File: src/rtl/repetition_seq_gen.sv
// Purpose : stimulus generator driving a [*N] (consecutive) or a ##1 b [->N] (goto) patterns.
// Latency : start sampled in cycle 0, first a/b effect in cycle 1; done pulses one cycle after the last a/b.
// Backpress: none; start is ignored unless IDLE. Optional macro REPETITION_SEQ_GEN_ABORT_EN adds an abort input.
module repetition_seq_gen #(
  parameter int CNT_W     = 8,
  parameter int A_GAP     = 4,
  parameter int DEF_B_GAP = 1
) (
  input  logic             clk,
  input  logic             rst,
  input  logic             start,
  input  logic             mode,
  input  logic [CNT_W-1:0] rep_count,
  input  logic [CNT_W-1:0] b_gap,
`ifdef REPETITION_SEQ_GEN_ABORT_EN
  input  logic             abort,
`endif
  output logic             a,
  output logic             b,
  output logic             busy,
  output logic             done,
  output logic [CNT_W-1:0] rep_idx
);

  typedef enum logic [2:0] {
    IDLE, A_RUN, A_PULSE, A_WAIT, B_PULSE, B_WAIT, DONE
  } state_t;

  // Smallest legal spacing between b pulses.
  localparam logic [CNT_W-1:0] MIN_GAP = CNT_W'(DEF_B_GAP);
  // A_WAIT covers cycles 2..A_GAP, i.e. A_GAP-1 cycles; the timer holds the cycles left after the current one.
  localparam logic [CNT_W-1:0] A_WAIT_INIT = CNT_W'((A_GAP >= 2) ? (A_GAP - 2) : 0);

  state_t           state_q, state_d;
  logic [CNT_W-1:0] cnt_q, cnt_d;   // latched N
  logic [CNT_W-1:0] gap_q, gap_d;   // latched, clamped b spacing
  logic [CNT_W-1:0] tmr_q, tmr_d;   // remaining wait cycles in A_WAIT/B_WAIT
  logic             a_d, b_d, busy_d, done_d;
  logic [CNT_W-1:0] idx_d;
  logic [CNT_W-1:0] gap_in;

  assign gap_in = (b_gap < MIN_GAP) ? MIN_GAP : b_gap;

  // Next-state and next-output decode; outputs are registered so they line up with the state they belong to.
  always_comb begin
    state_d = state_q;
    cnt_d   = cnt_q;
    gap_d   = gap_q;
    tmr_d   = tmr_q;
    a_d     = 1'b0;
    b_d     = 1'b0;
    busy_d  = 1'b0;
    done_d  = 1'b0;
    idx_d   = rep_idx;
    case (state_q)
      IDLE: begin
        if (start) begin
          cnt_d = rep_count;
          gap_d = gap_in;
          idx_d = '0;
          if (rep_count == '0) begin
            state_d = DONE;
            done_d  = 1'b1;
          end else if (!mode) begin
            state_d = A_RUN;
            a_d     = 1'b1;
            busy_d  = 1'b1;
            idx_d   = CNT_W'(1);
          end else begin
            state_d = A_PULSE;
            a_d     = 1'b1;
            busy_d  = 1'b1;
          end
        end
      end
      A_RUN: begin
        // Compare before incrementing so N = 2^CNT_W-1 completes without wrapping.
        if (rep_idx == cnt_q) begin
          state_d = DONE;
          done_d  = 1'b1;
        end else begin
          a_d    = 1'b1;
          busy_d = 1'b1;
          idx_d  = rep_idx + 1'b1;
        end
      end
      A_PULSE: begin
        busy_d = 1'b1;
        if (A_GAP <= 1) begin
          state_d = B_PULSE;
          b_d     = 1'b1;
          idx_d   = rep_idx + 1'b1;
        end else begin
          state_d = A_WAIT;
          tmr_d   = A_WAIT_INIT;
        end
      end
      A_WAIT: begin
        busy_d = 1'b1;
        if (tmr_q == '0) begin
          state_d = B_PULSE;
          b_d     = 1'b1;
          idx_d   = rep_idx + 1'b1;
        end else begin
          tmr_d = tmr_q - 1'b1;
        end
      end
      B_PULSE: begin
        // rep_idx already counts the pulse being shown this cycle.
        if (rep_idx == cnt_q) begin
          state_d = DONE;
          done_d  = 1'b1;
        end else begin
          state_d = B_WAIT;
          busy_d  = 1'b1;
          tmr_d   = gap_q - 1'b1;
        end
      end
      B_WAIT: begin
        busy_d = 1'b1;
        if (tmr_q == '0) begin
          state_d = B_PULSE;
          b_d     = 1'b1;
          idx_d   = rep_idx + 1'b1;
        end else begin
          tmr_d = tmr_q - 1'b1;
        end
      end
      DONE: begin
        state_d = IDLE;
      end
      default: begin
        state_d = IDLE;
      end
    endcase
`ifdef REPETITION_SEQ_GEN_ABORT_EN
    // Abort wins over any end-of-sequence transition; rep_idx keeps its current value.
    if (abort && (state_q inside {A_RUN, A_PULSE, A_WAIT, B_PULSE, B_WAIT})) begin
      state_d = IDLE;
      a_d     = 1'b0;
      b_d     = 1'b0;
      busy_d  = 1'b0;
      done_d  = 1'b0;
      idx_d   = rep_idx;
    end
`endif
  end

  // State, latched command fields and registered outputs.
  always_ff @(posedge clk) begin
    if (rst) begin
      state_q <= IDLE;
      cnt_q   <= '0;
      gap_q   <= '0;
      tmr_q   <= '0;
      a       <= 1'b0;
      b       <= 1'b0;
      busy    <= 1'b0;
      done    <= 1'b0;
      rep_idx <= '0;
    end else begin
      state_q <= state_d;
      cnt_q   <= cnt_d;
      gap_q   <= gap_d;
      tmr_q   <= tmr_d;
      a       <= a_d;
      b       <= b_d;
      busy    <= busy_d;
      done    <= done_d;
      rep_idx <= idx_d;
    end
  end

endmodule
File: config.mk
export PLATFORM = sky130hd
export DESIGN_NAME = repetition_seq_gen
export DESIGN_NICKNAME = d
export VERILOG_FILES = /design/src/rtl/repetition_seq_gen.sv
export SDC_FILE = /design/constraint.sdc
export NUM_CORES = 1
export LEC_CHECK = 0
export ABC_AREA = 1
export BUFFER_PORTS_ARGS = -buffer_cell sky130_fd_sc_hd__buf_2
export CAP_MARGIN = 10
export CORE_MARGIN = 10
export CORE_UTILIZATION = 45
export DETAILED_ROUTE_END_ITERATION = 12
export GPL_TIMING_DRIVEN = 0
export PLACE_DENSITY = 0.7
export SLEW_MARGIN = 20
export SYNTH_ARGS = -nofsm -noshare
export SYNTH_HDL_FRONTEND = slang
export SYNTH_SLANG_ARGS = --single-unit
File: constraint.sdc
create_clock -name clk -period 1.8 [get_ports clk]
set_clock_uncertainty 0.05 [all_clocks]
set_input_delay 0.09 -clock clk [delete_from_list [all_inputs] [get_ports clk]]
set_output_delay 0.09 -clock clk [all_outputs]
set_load 0.02 [all_outputs]
# After elaboration in Yosys (flattened, before gate mapping)
# Index checks and enable logic that the tools add are counted.
# Widths: inputs -> output; s select.
[word_totals] reg_bits=39 elab_cells=66
[classes] add_sub_neg=3 magnitude_cmp=1 eq_ne=12 n_mux=27 bitwise=1 reduce_logical=13
[op_table] operator="$mux 8" count=6
[op_table] operator="$pmux 8 s3" count=2
[op_table] operator="$logic_not 8->1" count=2
[op_table] operator="$sub 8x1->8 const B" count=2
[op_table] operator="$pmux 3 s5" count=1
[op_table] operator="$mux 3" count=4
[op_table] operator="$ne 2x2->1 const B" count=5
[op_table] operator="$mux 1" count=9
[op_table] operator="$add 8x1->8 const B" count=1
[op_table] operator="$eq 8x8->1" count=1
[op_table] operator="$lt 8x1->1 const B" count=1
[op_table] operator="$eq 3x2->1 const B" count=2
[op_table] operator="$eq 3x3->1 const B" count=2
[op_table] operator="$reduce_and 3->1" count=2
[op_table] operator="$reduce_bool 3->1" count=2
[op_table] operator="$reduce_or 2->1" count=3
[op_table] operator="$mux 2" count=2
[op_table] operator="$pmux 1 s2" count=2
[op_table] operator="$reduce_and 4->1" count=1
[op_table] operator="$eq 3x1->1 const B" count=1
[op_table] operator="$logic_not 3->1" count=1
[op_table] operator="$pmux 1 s3" count=1
[op_table] operator="$reduce_or 3->1" count=1
[op_table] operator="$ne 2x1->1 const B" count=1
[op_table] operator="other kinds (2)" count=2

# Logic depth before layout (Yosys ltp)
# Gate-level depths: netlist (run 1).
[logic_depth] ltp_word=4 depth_mapped=14 depth_no_buf=12

# Least setup slack after synthesis (run 1)
# Ideal clock, no wire load.
[synth_timing] kind="flip-flop to flip-flop" startpoint="register state_q[1]" endpoint="register tmr_q[6]" setup_time_ns=0.132 arrival_time_ns=1.455 path_slack_ns=0.163 path_stages_with_launch=14 n_path_buf=1 period_less_slack_ns=1.637 path_cell_list="dfxtp_1 inv_2 nand2_4 nand3_2 buf_6 nand2_1 nand2_2 ha_1 inv_1 nor2_2 nand2_1 nand2_1 nand3_1 a21oi_1"
[synth_via] elab_chain_cells=4 elab_cells_between_ends=10 classes_between="eq/ne: 6; mux: 1; reduce/logical: 3"
[synth_rtl] item="from (decl)" line_no="34" rtl="state_t state_q, state_d;"
[synth_rtl] item="from (signal assigned)" line_no="162" rtl="state_q <= state_d;"
[synth_rtl] item="$eq 3x3->1 / $eq 3x2->1 (equally long branches)" line_no="55" rtl="case (state_q)"
[synth_rtl] item="$reduce_or 2->1 (no line)"
[synth_rtl] item="$ne 2x2->1 (no line) / $reduce_bool 3->1 (equally long branches)"
[synth_rtl] item="$reduce_and 3->1 (no line)"
[synth_rtl] item="to (signal assigned)" line_no="165" rtl="tmr_q <= tmr_d;"
[synth_rtl] item="to (decl)" line_no="37" rtl="logic [CNT_W-1:0] tmr_q, tmr_d;"
# Parallel ways exist; a longest one is shown, timed or not.
# A chain may end at the register's enable or synchronous reset.

# Worst setup path in the final report (run 1)
[layout_timing] startpoint="register state_q[2]" endpoint="register tmr_q[7]"
# The elaborated chain is that of the path after synthesis.

==> results.md, run 1 <==
* # setup viols final at 0
* Crit end category: register
* Worst Setup Start Kind: register
* Antenna-violating nets left at 0
* Register area at 790 um^2
* Clock Pin Slew Worst Setup and Hold Paths at 0.08 ns
* YS warnings at 0
* Final Max Tran Viols at 0
* Largest net degree at the start of global routing at 14
* Total Neg Setup Slack at 0 ns
* Status: finished, final reports clean
* Hold Path Depth at 3
* H-tree Lvls at 2
* Max cap viols at 0
* Initial core utilization at 46.7%
* Worst slack, placed at -0.0938 ns
* Die Ht at 90.5 um
* Max stage delay on crit path at 0.32 ns
* Top cells by area, synth: dfxtp_1 35%, nand2_1 14%, a21oi_1 8.1%
* Initial drt markers at 171
* Detail Placement HPWL at 4.34 mm
* Hold EP: cnt_q[2]
* Hold Fails Final Rpt at 0
* RR Endpoint: tmr_q[7]
* Filler Cells Inserted at 443
* Hold_sp: rep_count[2]
* Routed vias/inst at 5.10
* Pwr Density at 1690 nW/um^2
* Worst skew pair latency at 0.29 ns
* Hold crit path type: in -> reg
* Worst EP required at 1.91 ns
* Pleak at 1.23 nW
* Fin crit share at 95.7%
* FF-to-FF setup slack at 0.08 ns
* Arr. time, crit path at 1.84 ns
* Synth Area per Inst at 6.76 um^2
* Synthesized area at 2240 um^2
* CP max-delay cell: dfxtp_2
* Vias in the first global route at 2,172
* Root Buffer: clkbuf_8
* GR Util All Layers at 13.9%
* Sequential-to-total area share from yosys stat at 34.9%
* CP Buf/Inv Count at 4
* Clock Sinks at 39
* Origin of the critical flop-to-flop path: state_q[2]
* Die ar. at 8190 um^2
* Worst Tran Pin Value at 0.719 ns
* Crit path max-delay family: simple AND/OR/NAND/NOR gates
* Share of the synthesized area in the top cell type at 34.9%
* Worst rel slew slack at 52.1%
* TritonCTS clock tree: done
* Mapped Nets at 353
* Crit path top cell by count: nand2_1
* Layout cells sized above 1 at 27.2%
* Layout Utilization at 58.9%
* CP max FO at 7
* Fin worst setup slack at 0.0782 ns
* # rows at 25
* First-pass GRT wire length at 9.65 mm
* Initial antenna violation count at 0
* Multi-input gate area at 1360 um^2
* Buffers on Ports at 29
* VDD IR-drop max at 0.728 mV
* Die width at 90.5 um
* Synth cell types at 31
* RSZ-0062 raised after global routing: true
* Fmax at 581 MHz
* Synth area leader: dfxtp_1
* Overflow after GRT at 0
* Number of diodes at 0
* Crit path kind: reg -> reg
* Area growth from synthesis to layout at 26.0%
* I/O pins at 32
* Clock Path Buffers at 2
* CP Cell Sequence: buf_6, inv_4, nand2_4, nand3_4, buf_6, buf_4, nand2_1, nand2_1, nand2_1, nor2_2, nand3_1, nand3_1, a21oi_1
* Core ar. at 4790 um^2
* Post-layout minimum cycle time at 1.72 ns
* Post-Synthesis Cells at 331
* # DRC at 0
* Vias at 2,289
* GPL Wtd Cong at 0.876
* Hold WS at 0.0270 ns
* Total Wirelength at 6.20 mm
* Avg WL per Cell at 13.8 um
* Synth Register Bits at 39
* Reg2Reg Depth at 13
* Drt pass-1 iters at 5
* CTS buffer count at 5
* NumNets Final at 403
-- cell usage in the layout, fill, tap and decap left out, drive strengths merged, types with 2 or more instances in the layout --
| cell | synthesis | routed |
|---|---|---|
| nand4 | 7 | 7 |
| nand3 | 25 | 25 |
| nor3 | 3 | 3 |
| xor2 | 3 | 3 |
| o21ai | 19 | 19 |
| or2 | 2 | 2 |
| a21oi | 37 | 37 |
| dfxtp | 39 | 39 |
| clkbuf | 6 | 12 |
| nor2 | 35 | 35 |
| buf | 4 | 46 |
| xnor2 | 6 | 6 |
| ha | 2 | 2 |
| nand2 | 95 | 95 |
| clkinv | 0 | 2 |
| a211oi | 2 | 2 |
| nor4 | 2 | 2 |
| inv | 40 | 40 |
-- logic make-up (layout without fill, tap and decap cells) --
family | Yosys count | in the layout | synth area share [%]
buffers and inverters | 50 | 101 | 9.17
xor gates and xnor gates | 9 | 9 | 3.52
AOI/OAI and AO/OA | 60 | 60 | 14.0
adders and majority gates | 2 | 2 | 1.12
DFF | 39 | 39 | 34.9
and+or+nand+nor | 171 | 171 | 37.3
-- timing repair --
item | CTS | global route
pin swaps | 2 | 14
resized for setup | 4 | 34
buffers inserted | 2 | 12
hold buffers | 0 | 0
endpoints found under the setup margin | 3 | 21
-- through the flow --
stage / cell area (um^2) / power (mW) / cells
floorplan: 2240 / 2.96 / 331
global placement: 2470 / 3.39 / 427
detailed placement: 2470 / 3.44 / 427
CTS: 2600 / 4.24 / 437
global route: 2820 / 5.11 / 449
finish: 2820 / 4.77 / 449
-- where the power goes --
group	switching, mW	leakage [nW]	total, mW	internal (mW)
Combinational	1.82	0.854	2.84	1.02
Sequential	0.119	0.322	1.20	1.08
Clock	0.321	0.0581	0.734	0.413
-- worst max-delay path by stage --
stage	from	depth (start not counted)	slack (ns)	to
2_1_floorplan	state_q[1]	13	0.16	tmr_q[6]
4_1_cts	state_q[2]	14	0.01	tmr_q[6]
6_report	state_q[2]	13	0.08	tmr_q[7]
3_3_place_gp	state_q[2]	13	-0.008	tmr_q[6]
3_5_place_dp	state_q[2]	13	-0.09	tmr_q[6]
5_1_grt	tmr_q[4]	9	-0.06	state_q[1]
-- registers in the layout, summed over array words and instances (netlist names) --
signal   count
rep_idx      8
state_q      3
done         1
gap_q        8
busy         1
a            1
cnt_q        8
tmr_q        8
b            1
-- cell usage after synthesis --
cell	number
a211oi_1	2
a21o_1	1
a21oi_1	36
a21oi_2	1
a31oi_1	1
buf_2	2
buf_6	2
clkbuf_1	6
dfxtp_1	39
ha_1	2
inv_1	36
inv_2	4
nand2_1	82
nand2_2	9
nand2_4	4
nand3_1	21
nand3_2	3
nand3_4	1
nand3b_1	1
nand4_1	7
nor2_1	28
nor2_2	2
nor2_4	5
nor3_1	3
nor3b_1	1
nor4_1	2
o21ai_0	18
o21ai_1	1
or2_1	2
xnor2_1	6
xor2_1	3
-- area by class of cell --
| cell class | count | area share [%] |
|---|---|---|
| Tap cell | 67 | 2.98 |
| Multi-Input combinational cell | 242 | 48.3 |
| Clock buffer | 5 | 2.44 |
| Buffer | 10 | 2.09 |
| Inverter | 40 | 5.51 |
| Sequential cell | 39 | 28.0 |
| Clock inverter | 3 | 1.55 |
| Timing Repair Buffer | 43 | 9.15 |
-- routing by layer --
metal	up-vias	track usage [%]	wire length, um
met4	0	5.70	89
met5	-	0	0
met2	82	22.4	2970
li1	1163	-	-
met3	10	3.66	392
met1	1034	16.9	2750
-- worst register-to-register path: stages, from the launching register on --
cell     delay, ns
dfxtp_2       0.32
buf_6         0.13
inv_4         0.06
nand2_4       0.07
nand3_4       0.08
buf_6         0.13
buf_4         0.11
nand2_1       0.05
nand2_1       0.12
nand2_1       0.08
nor2_2        0.13
nand3_1       0.12
nand3_1       0.10
a21oi_1       0.06
Power figures use the tool's default switching activity.
==> inputs of run 2 (changes only) <==
--- a/config.mk
+++ b/config.mk
@@ -12,6 +12,7 @@
 export CORE_UTILIZATION = 45
 export DETAILED_ROUTE_END_ITERATION = 12
 export GPL_TIMING_DRIVEN = 0
+export MAX_ROUTING_LAYER = met4
 export PLACE_DENSITY = 0.7
 export SLEW_MARGIN = 20
 export SYNTH_ARGS = -nofsm -noshare
==> run 2 against run 1 <==
Sequential share of layout area is the same. Highest routed layer unchanged. Core utilization is the same. Largest cell class unchanged. Critical endpoint is now rep_idx[5]. Combinational power is essentially flat. Clock power grew 0.7%. Worst hold slack lost 0.0070 ns. Critical path depth shrank 5. Die area is the same. Critical path type unchanged. Sequential power is essentially flat.
==> results.md, run 2 (same netlist as run 1, synthesis figures left out) <==
* Number of diodes at 0 (unchanged)
* Post-layout instance area at 2820 um^2 (unchanged)
* Layout cells sized above 1 at 27.2% (unchanged)
* Initial core utilization at 46.7% (unchanged)
* Worst Tran Pin Value at 0.684 ns (was 0.719 ns)
* Status: finished, final reports clean (unchanged)
* Crit path kind: reg -> reg (unchanged)
* # setup viols final at 0 (unchanged)
* Initial antenna violation count at 0 (unchanged)
* Arr. time, crit path at 1.88 ns (was 1.84 ns)
* Drt pass-1 iters at 4 (was 5)
* Logic pwr share at 59.5% (about the same)
* Worst skew pair latency at 0.30 ns (was 0.29 ns)
* GPL Wtd Cong at 0.890 (was 0.876)
* Buffers on Ports at 29 (unchanged)
* Routed vias/inst at 5.12 (was 5.10)
* Crit end category: register (unchanged)
* I/O pins at 32 (unchanged)
* CP max FO at 10 (was 7)
* Switching pwr at 2.26 mW (about the same)
* Antenna-violating nets left at 0 (unchanged)
* Max cap viols at 0 (unchanged)
* Filler Cells Inserted at 443 (unchanged)
* RSZ-0062 raised after global routing: true (unchanged)
* VDD IR-drop max at 0.730 mV (was 0.728 mV)
* Internal Power at 2.52 mW (about the same)
* Post-layout minimum cycle time at 1.71 ns (was 1.72 ns)
* Pwr Density at 1700 nW/um^2 (was 1690 nW/um^2)
* Avg WL per Cell at 13.8 um (about the same)
* Reg2Reg Depth at 8 (was 13)
* Worst rel slew slack at 54.4% (was 52.1%)
* Die width at 90.5 um (unchanged)
* Core ar. at 4790 um^2 (unchanged)
* TritonCTS clock tree: done (unchanged)
* Clock Sinks at 39 (unchanged)
* Largest net degree at the start of global routing at 14 (unchanged)
* CTS buffer count at 5 (unchanged)
* Reg power frac at 25.1% (about the same)
* Root Buffer: clkbuf_8 (unchanged)
* Hold Path Depth at 3 (unchanged)
* Worst EP required at 1.97 ns (was 1.91 ns)
* Hold Fails Final Rpt at 0 (unchanged)
* # rows at 25 (unchanged)
* Most frequent cells in the layout: 76 x nand2_1, 35 x inv_1, 35 x a21oi_1, 34 x dfxtp_1, 30 x buf_2 (unchanged)
* Detail Placement HPWL at 4.34 mm (unchanged)
* Clock Path Buffers at 2 (unchanged)
* Dpl cell area at 2470 um^2 (unchanged)
* # DRC at 0 (unchanged)
* Die Ht at 90.5 um (unchanged)
* Worst Setup Start Kind: register (unchanged)
* Total Wirelength at 6.20 mm (about the same)
* First-pass GRT wire length at 9.65 mm (unchanged)
* Initial drt markers at 167 (was 171)
* Pleak at 1.23 nW (unchanged)
* Vias in the first global route at 2,172 (unchanged)
* Multi-input gate area at 1360 um^2 (unchanged)
* H-tree Lvls at 2 (unchanged)
* Total power at 4.78 mW (was 4.77 mW)
* Area growth from synthesis to layout at 26.0% (unchanged)
* NumNets Final at 403 (unchanged)
* Overflow after GRT at 0 (unchanged)
* Fin crit share at 95.1% (was 95.7%)
* Register area at 790 um^2 (unchanged)
* GR Util All Layers at 14.2% (was 13.9%)
* Sw Share at 47.4% (was 47.3%)
* Fmax at 584 MHz (was 581 MHz)
* Clock share of power at 15.5% (was 15.4%)
* Hold crit path type: in -> reg (unchanged)
* Die ar. at 8190 um^2 (unchanged)
* Commonest non-fill, non-tap cell in the layout: nand2_1 (unchanged)
* Clock Pin Slew Worst Setup and Hold Paths at 0.08 ns (about the same)
* Vias at 2,299 (was 2,289)
* Final Max Tran Viols at 0 (unchanged)
-- run 2: cell counts in the layout (fill, tap and decap cells not counted) --
Identical to the previous run, type by type.
-- run 2: final timing paths --
path                                   start          to  slack [ns]
worst min-delay path            rep_count[2]    cnt_q[2]        0.02
worst max-delay path                tmr_q[4]  rep_idx[5]        0.09
worst max register to register      tmr_q[4]  rep_idx[5]        0.09
worst min register to register      gap_q[3]    gap_q[3]        0.43
-- run 2: power groups by stage --
stage,clock network [mW],registers (mW),logic (mW)
after floorplan,0,1.22,1.75
after global placement,0,1.19,2.20
after detailed placement,0,1.20,2.24
after CTS,0.748,1.18,2.31
after global routing,0.791,1.23,3.09
final,0.739,1.20,2.84
-- run 2: cell type report --
type	instances	area share, %
buffer	10	2.09
inverter	40	5.51
timing repair buffer	43	9.15
multi-input combinational	242	48.3
sequential	39	28.0
clock inverter	3	1.55
clock buffer	5	2.44
tap	67	2.98
-- run 2: repair_timing --
item                                    CTS  global route
hold buffers                              0             0
buffers inserted                          2            12
resized for setup                         4            34
pin swaps                                 2            14
endpoints found under the setup margin    3            21
-- run 2: critical path, cell delays in order, from the launching register on --
cell and delay (ns):
dfxtp_1 0.34, nor2_1 0.12, nand3_1 0.13, nor2_1 0.22, nor2_1 0.10, nor2_4 0.19
nand3_4 0.14, or2_1 0.24, a21oi_1 0.11
-- run 2: per-layer routing --
| metal | vias up | GRT usage, % | part of all wire [%] |
|---|---|---|---|
| met5 | - | - | 0 |
| li1 | 1162 | - | - |
| met3 | 13 | 3.33 | 5.6 |
| met2 | 75 | 22.4 | 48 |
| met1 | 1049 | 17.1 | 45 |
| met4 | 0 | 5.70 | 2.0 |
-- run 2: per-stage QoR --
stage	instances	hold slack (ns)	utilization (%)	setup WS, ns	setup TNS (ns)
detailed placement	427	0.333	51.5	-0.0938	-0.127
finish	449	0.0200	58.9	0.0877	0
floorplan	331	0.204	-	0.163	0
CTS	437	0.0179	54.4	0.0141	0
global route	449	0.0228	58.9	-0.0636	-0.178
global placement	427	0.330	51.5	-0.00816	-0.00816
==> inputs of run 3 (changes only) <==
--- a/config.mk
+++ b/config.mk
@@ -5,7 +5,7 @@
 export SDC_FILE = /design/constraint.sdc
 export NUM_CORES = 1
 export LEC_CHECK = 0
-export ABC_AREA = 1
+export ABC_AREA = 0
 export BUFFER_PORTS_ARGS = -buffer_cell sky130_fd_sc_hd__buf_2
 export CAP_MARGIN = 10
 export CORE_MARGIN = 10
==> constraint.sdc (replaced) <==
create_clock -name clk -period 2.2 [get_ports clk]
set_clock_uncertainty 0.05 [all_clocks]
set_input_delay 0.11 -clock clk [delete_from_list [all_inputs] [get_ports clk]]
set_output_delay 0.11 -clock clk [all_outputs]
set_load 0.02 [all_outputs]
==> run 3 against run 2 <==
Synthesized cell count is 17% lower. Register-to-register slack worse by 0.05 ns. Total power decreased by 11%. Via count decreased by 2.4%. Critical endpoint is now rep_idx[4]. Sequential power down 12%. Highest routed layer unchanged. Fmax decreased by 21%. Global-route usage grew 0.35 points. Area after synthesis fell by 0.62%.
==> results.md, run 3 <==
* Layout cells sized above 1 at 27.2% (about the same)
* Post-layout minimum cycle time at 2.16 ns (was 1.71 ns)
* CP Cell Sequence: or4_4, nor4_4, buf_6, o21ai_4, or4_1, a21boi_1 (was nor2_1, nand3_1, nor2_1, nor2_1, nor2_4, nand3_4, or2_1, a21oi_1)
* Hold crit path type: in -> reg (unchanged)
* Levels on crit path at 6 (was 8)
* Largest net degree at the start of global routing at 15 (was 14)
* Initial antenna violation count at 0 (unchanged)
* Fin crit share at 98.4% (was 95.1%)
* CP startpoint: tmr_q[5] (was tmr_q[4])
* Origin of the critical flop-to-flop path: tmr_q[5] (was tmr_q[4])
* Hold Fails Final Rpt at 0 (unchanged)
* Clock Path Buffers at 2 (unchanged)
* Arr. time, crit path at 2.35 ns (was 1.88 ns)
* I/O pins at 32 (unchanged)
* Top cells by area, synth: dfxtp_1 35%, nand2_1 8.4%, a21oi_1 6.1% (was dfxtp_1 35%, nand2_1 14%, a21oi_1 8.1%)
* FF-to-FF setup slack at 0.04 ns (was 0.09 ns)
* Area growth from synthesis to layout at 25.2% (was 26.0%)
* Detail Placement HPWL at 4.23 mm (was 4.34 mm)
* H-tree Lvls at 2 (unchanged)
* Worst rel slew slack at 43.0% (was 54.4%)
* Overflow after GRT at 0 (unchanged)
* Antenna-violating nets left at 0 (unchanged)
* Synth Register Bits at 39 (unchanged)
* # rows at 25 (unchanged)
* Mapped Nets at 296 (was 353)
* Pwr Density at 1530 nW/um^2 (was 1700 nW/um^2)
* Share of the synthesized area in the top cell type at 35.1% (was 34.9%)
* NumNets Final at 344 (was 403)
* Root Buffer: clkbuf_8 (unchanged)
* Total Wirelength at 6.17 mm (was 6.20 mm)
* # setup viols final at 0 (unchanged)
* Synth cell types at 54 (was 31)
* Synth Area per Inst at 8.11 um^2 (was 6.76 um^2)
* Buffers on Ports at 31 (was 29)
* CP max FO at 5 (was 10)
* CP Buf/Inv Count at 1 (was 0)
* Post-synth EDFFs at 0 (unchanged)
* Filler Cells Inserted at 460 (was 443)
* Initial core utilization at 46.8% (was 46.7%)
* Most frequent cells in the layout: 49 x nand2_1, 33 x dfxtp_1, 32 x buf_2, 26 x a21oi_1, 13 x buf_4 (was 76 x nand2_1, 35 x inv_1, 35 x a21oi_1, 34 x dfxtp_1, 30 x buf_2)
* Fmax at 462 MHz (was 584 MHz)
* Worst skew pair latency at 0.30 ns (about the same)
* Worst Setup Start Kind: register (unchanged)
* Commonest non-fill, non-tap cell in the layout: nand2_1 (unchanged)
* Crit path max-delay family: simple AND/OR/NAND/NOR gates (unchanged)
* Vias at 2,244 (was 2,299)
* Reg2Reg Depth at 6 (was 8)
* CP max-delay cell: or4_4 (was dfxtp_1)
* CTS buffer count at 5 (unchanged)
* GR Util All Layers at 14.6% (was 14.2%)
* Post-synth top cells: 50 x nand2_1, 39 x dfxtp_1, 27 x a21oi_1 (was 82 x nand2_1, 39 x dfxtp_1, 36 x a21oi_1, 36 x inv_1, 28 x nor2_1)
* Clock Sinks at 39 (unchanged)
* Die ar. at 8150 um^2 (was 8190 um^2)
* RR Endpoint: rep_idx[4] (was rep_idx[5])
* Synth area leader: dfxtp_1 (unchanged)
* GPL Wtd Cong at 0.933 (was 0.890)
* VDD IR-drop max at 0.673 mV (was 0.730 mV)
* Worst EP required at 2.39 ns (was 1.97 ns)
* Clock Pin Slew Worst Setup and Hold Paths at 0.08 ns (about the same)
* Critical path endpoint: rep_idx[4] (was rep_idx[5])
* Drt pass-1 iters at 4 (unchanged)
* Post-Synthesis Cells at 274 (was 331)
* Core ar. at 4750 um^2 (was 4790 um^2)
* Final Max Tran Viols at 0 (unchanged)
* Crit end category: register (unchanged)
* Routed vias/inst at 5.75 (was 5.12)
* First-pass GRT wire length at 9.93 mm (was 9.65 mm)
* RSZ-0062 raised after global routing: true (unchanged)
* Number of diodes at 0 (unchanged)
* Pleak at 1.10 nW (was 1.23 nW)
* Crit path kind: reg -> reg (unchanged)
* Count leader, synth: nand2_1 (unchanged)
* YS warnings at 0 (unchanged)
* Max cap viols at 0 (unchanged)
* Layout Utilization at 58.6% (was 58.9%)
* Max stage delay on crit path at 0.57 ns (was 0.34 ns)
* Synth async-reset ratio at 0% (unchanged)
* Synthesized area at 2220 um^2 (was 2240 um^2)
* TritonCTS clock tree: done (unchanged)
* Avg WL per Cell at 15.8 um (was 13.8 um)
* Vias in the first global route at 2,038 (was 2,172)
* Die width at 90.3 um (was 90.5 um)
* Initial drt markers at 173 (was 167)
* Status: finished, final reports clean (unchanged)
* Worst Tran Pin Value at 0.848 ns (was 0.684 ns)
* Die Ht at 90.3 um (was 90.5 um)
* Sequential-to-total area share from yosys stat at 35.1% (was 34.9%)
* # DRC at 0 (unchanged)
* Top_reg_cell synth: dfxtp_1 (unchanged)
* Number of hold buffers added after cts at 0 (unchanged)
* Hold WS at 0.00643 ns (was 0.0200 ns)
==> run 3: cell count changes after synthesis, sizes merged, moves of 10 or more <==
cell   previous run  this run
nor2             35        11
nand3            25         8
nand2            95        50
o21ai            19         7
inv              40         2
a21oi            37        27
==> run 3: per-layer routing <==
layer  GRT usage, %  up-vias  wire length [um]
li1               -     1111                 -
met1           19.3     1040              2890
met2           21.4       82              2800
met3           3.74       11               389
met4           3.98        0                88
met5              -        -                 0
==> run 3: worst min-delay path by stage <==
| stage | startpoint | end | slack (ns) | depth (start not counted) |
|---|---|---|---|---|
| floorplan | rep_count[0] | cnt_q[0] | 0.20 | 2 |
| global placement | rep_count[5] | cnt_q[5] | 0.31 | 3 |
| detailed placement | b_gap[4] | gap_q[4] | 0.32 | 3 |
| CTS | b_gap[4] | gap_q[4] | 0.006 | 3 |
| global route | b_gap[7] | gap_q[7] | 0.004 | 3 |
| finish | b_gap[6] | gap_q[6] | 0.006 | 3 |
==> run 3: power by group <==
| group | internal, mW | switching (mW) | leakage (nW) |
|---|---|---|---|
| registers | 0.882 | 0.166 | 0.321 |
| clock network | 0.367 | 0.263 | 0.0612 |
| logic | 1.14 | 1.43 | 0.721 |
| total | 2.39 | 1.86 | 1.10 |
==> run 3: cell families (layout without fill, tap and decap cells) <==
group	Yosys count	count (layout)	synth area share, %
xor gates and xnor gates	13	13	5.12
and+or+nand+nor	122	122	28.5
adders and majority gates	2	2	1.13
AOI/OAI and AO/OA	72	73	22.1
muxes	8	8	3.66
buffers and inverters	18	66	4.45
DFF	39	39	35.1
==> run 3: cell type report <==
type                            instances  area, um^2  area share (%)
Buffer                                 10        78.8            2.83
Clock buffer                            6        82.6            2.97
Clock inverter                          2        35.0            1.26
Inverter                                3        11.3           0.404
Multi-Input combinational cell        218        1440            51.6
Sequential cell                        39         791            28.4
Tap cell                               67        83.8            3.01
Timing Repair Buffer                   45         264            9.48
==> run 3: timing repair <==
| item | 4_1_cts | 5_1_grt |
|---|---|---|
| resized for setup | 8 | 15 |
| endpoints found under the setup margin | 15 | 22 |
| gates cloned | 0 | 1 |
| pin swaps | 3 | 8 |
| buffers inserted | 4 | 10 |
==> run 3: metrics by stage <==
stage	std cells	total power, mW	cell area, um^2	TNS [ns]	setup WS, ns
final	390	4.25	2780	0	0.0360
after floorplan	274	2.70	2270	0	0.00356
after global routing	390	4.56	2780	-0.138	-0.0609
after global placement	372	3.13	2510	-1.57	-0.284
after detailed placement	372	3.15	2510	-1.76	-0.320
after CTS	383	3.86	2680	-0.0598	-0.0299
==> run 3: worst reg2reg max path: cells and delay by family (launching register included) <==
family | cells | cell delay (ns)
and+or+nand+nor | 3 | 1.32
buffers and inverters | 1 | 0.17
AOI/OAI and AO/OA | 2 | 0.24
DFF | 1 | 0.33
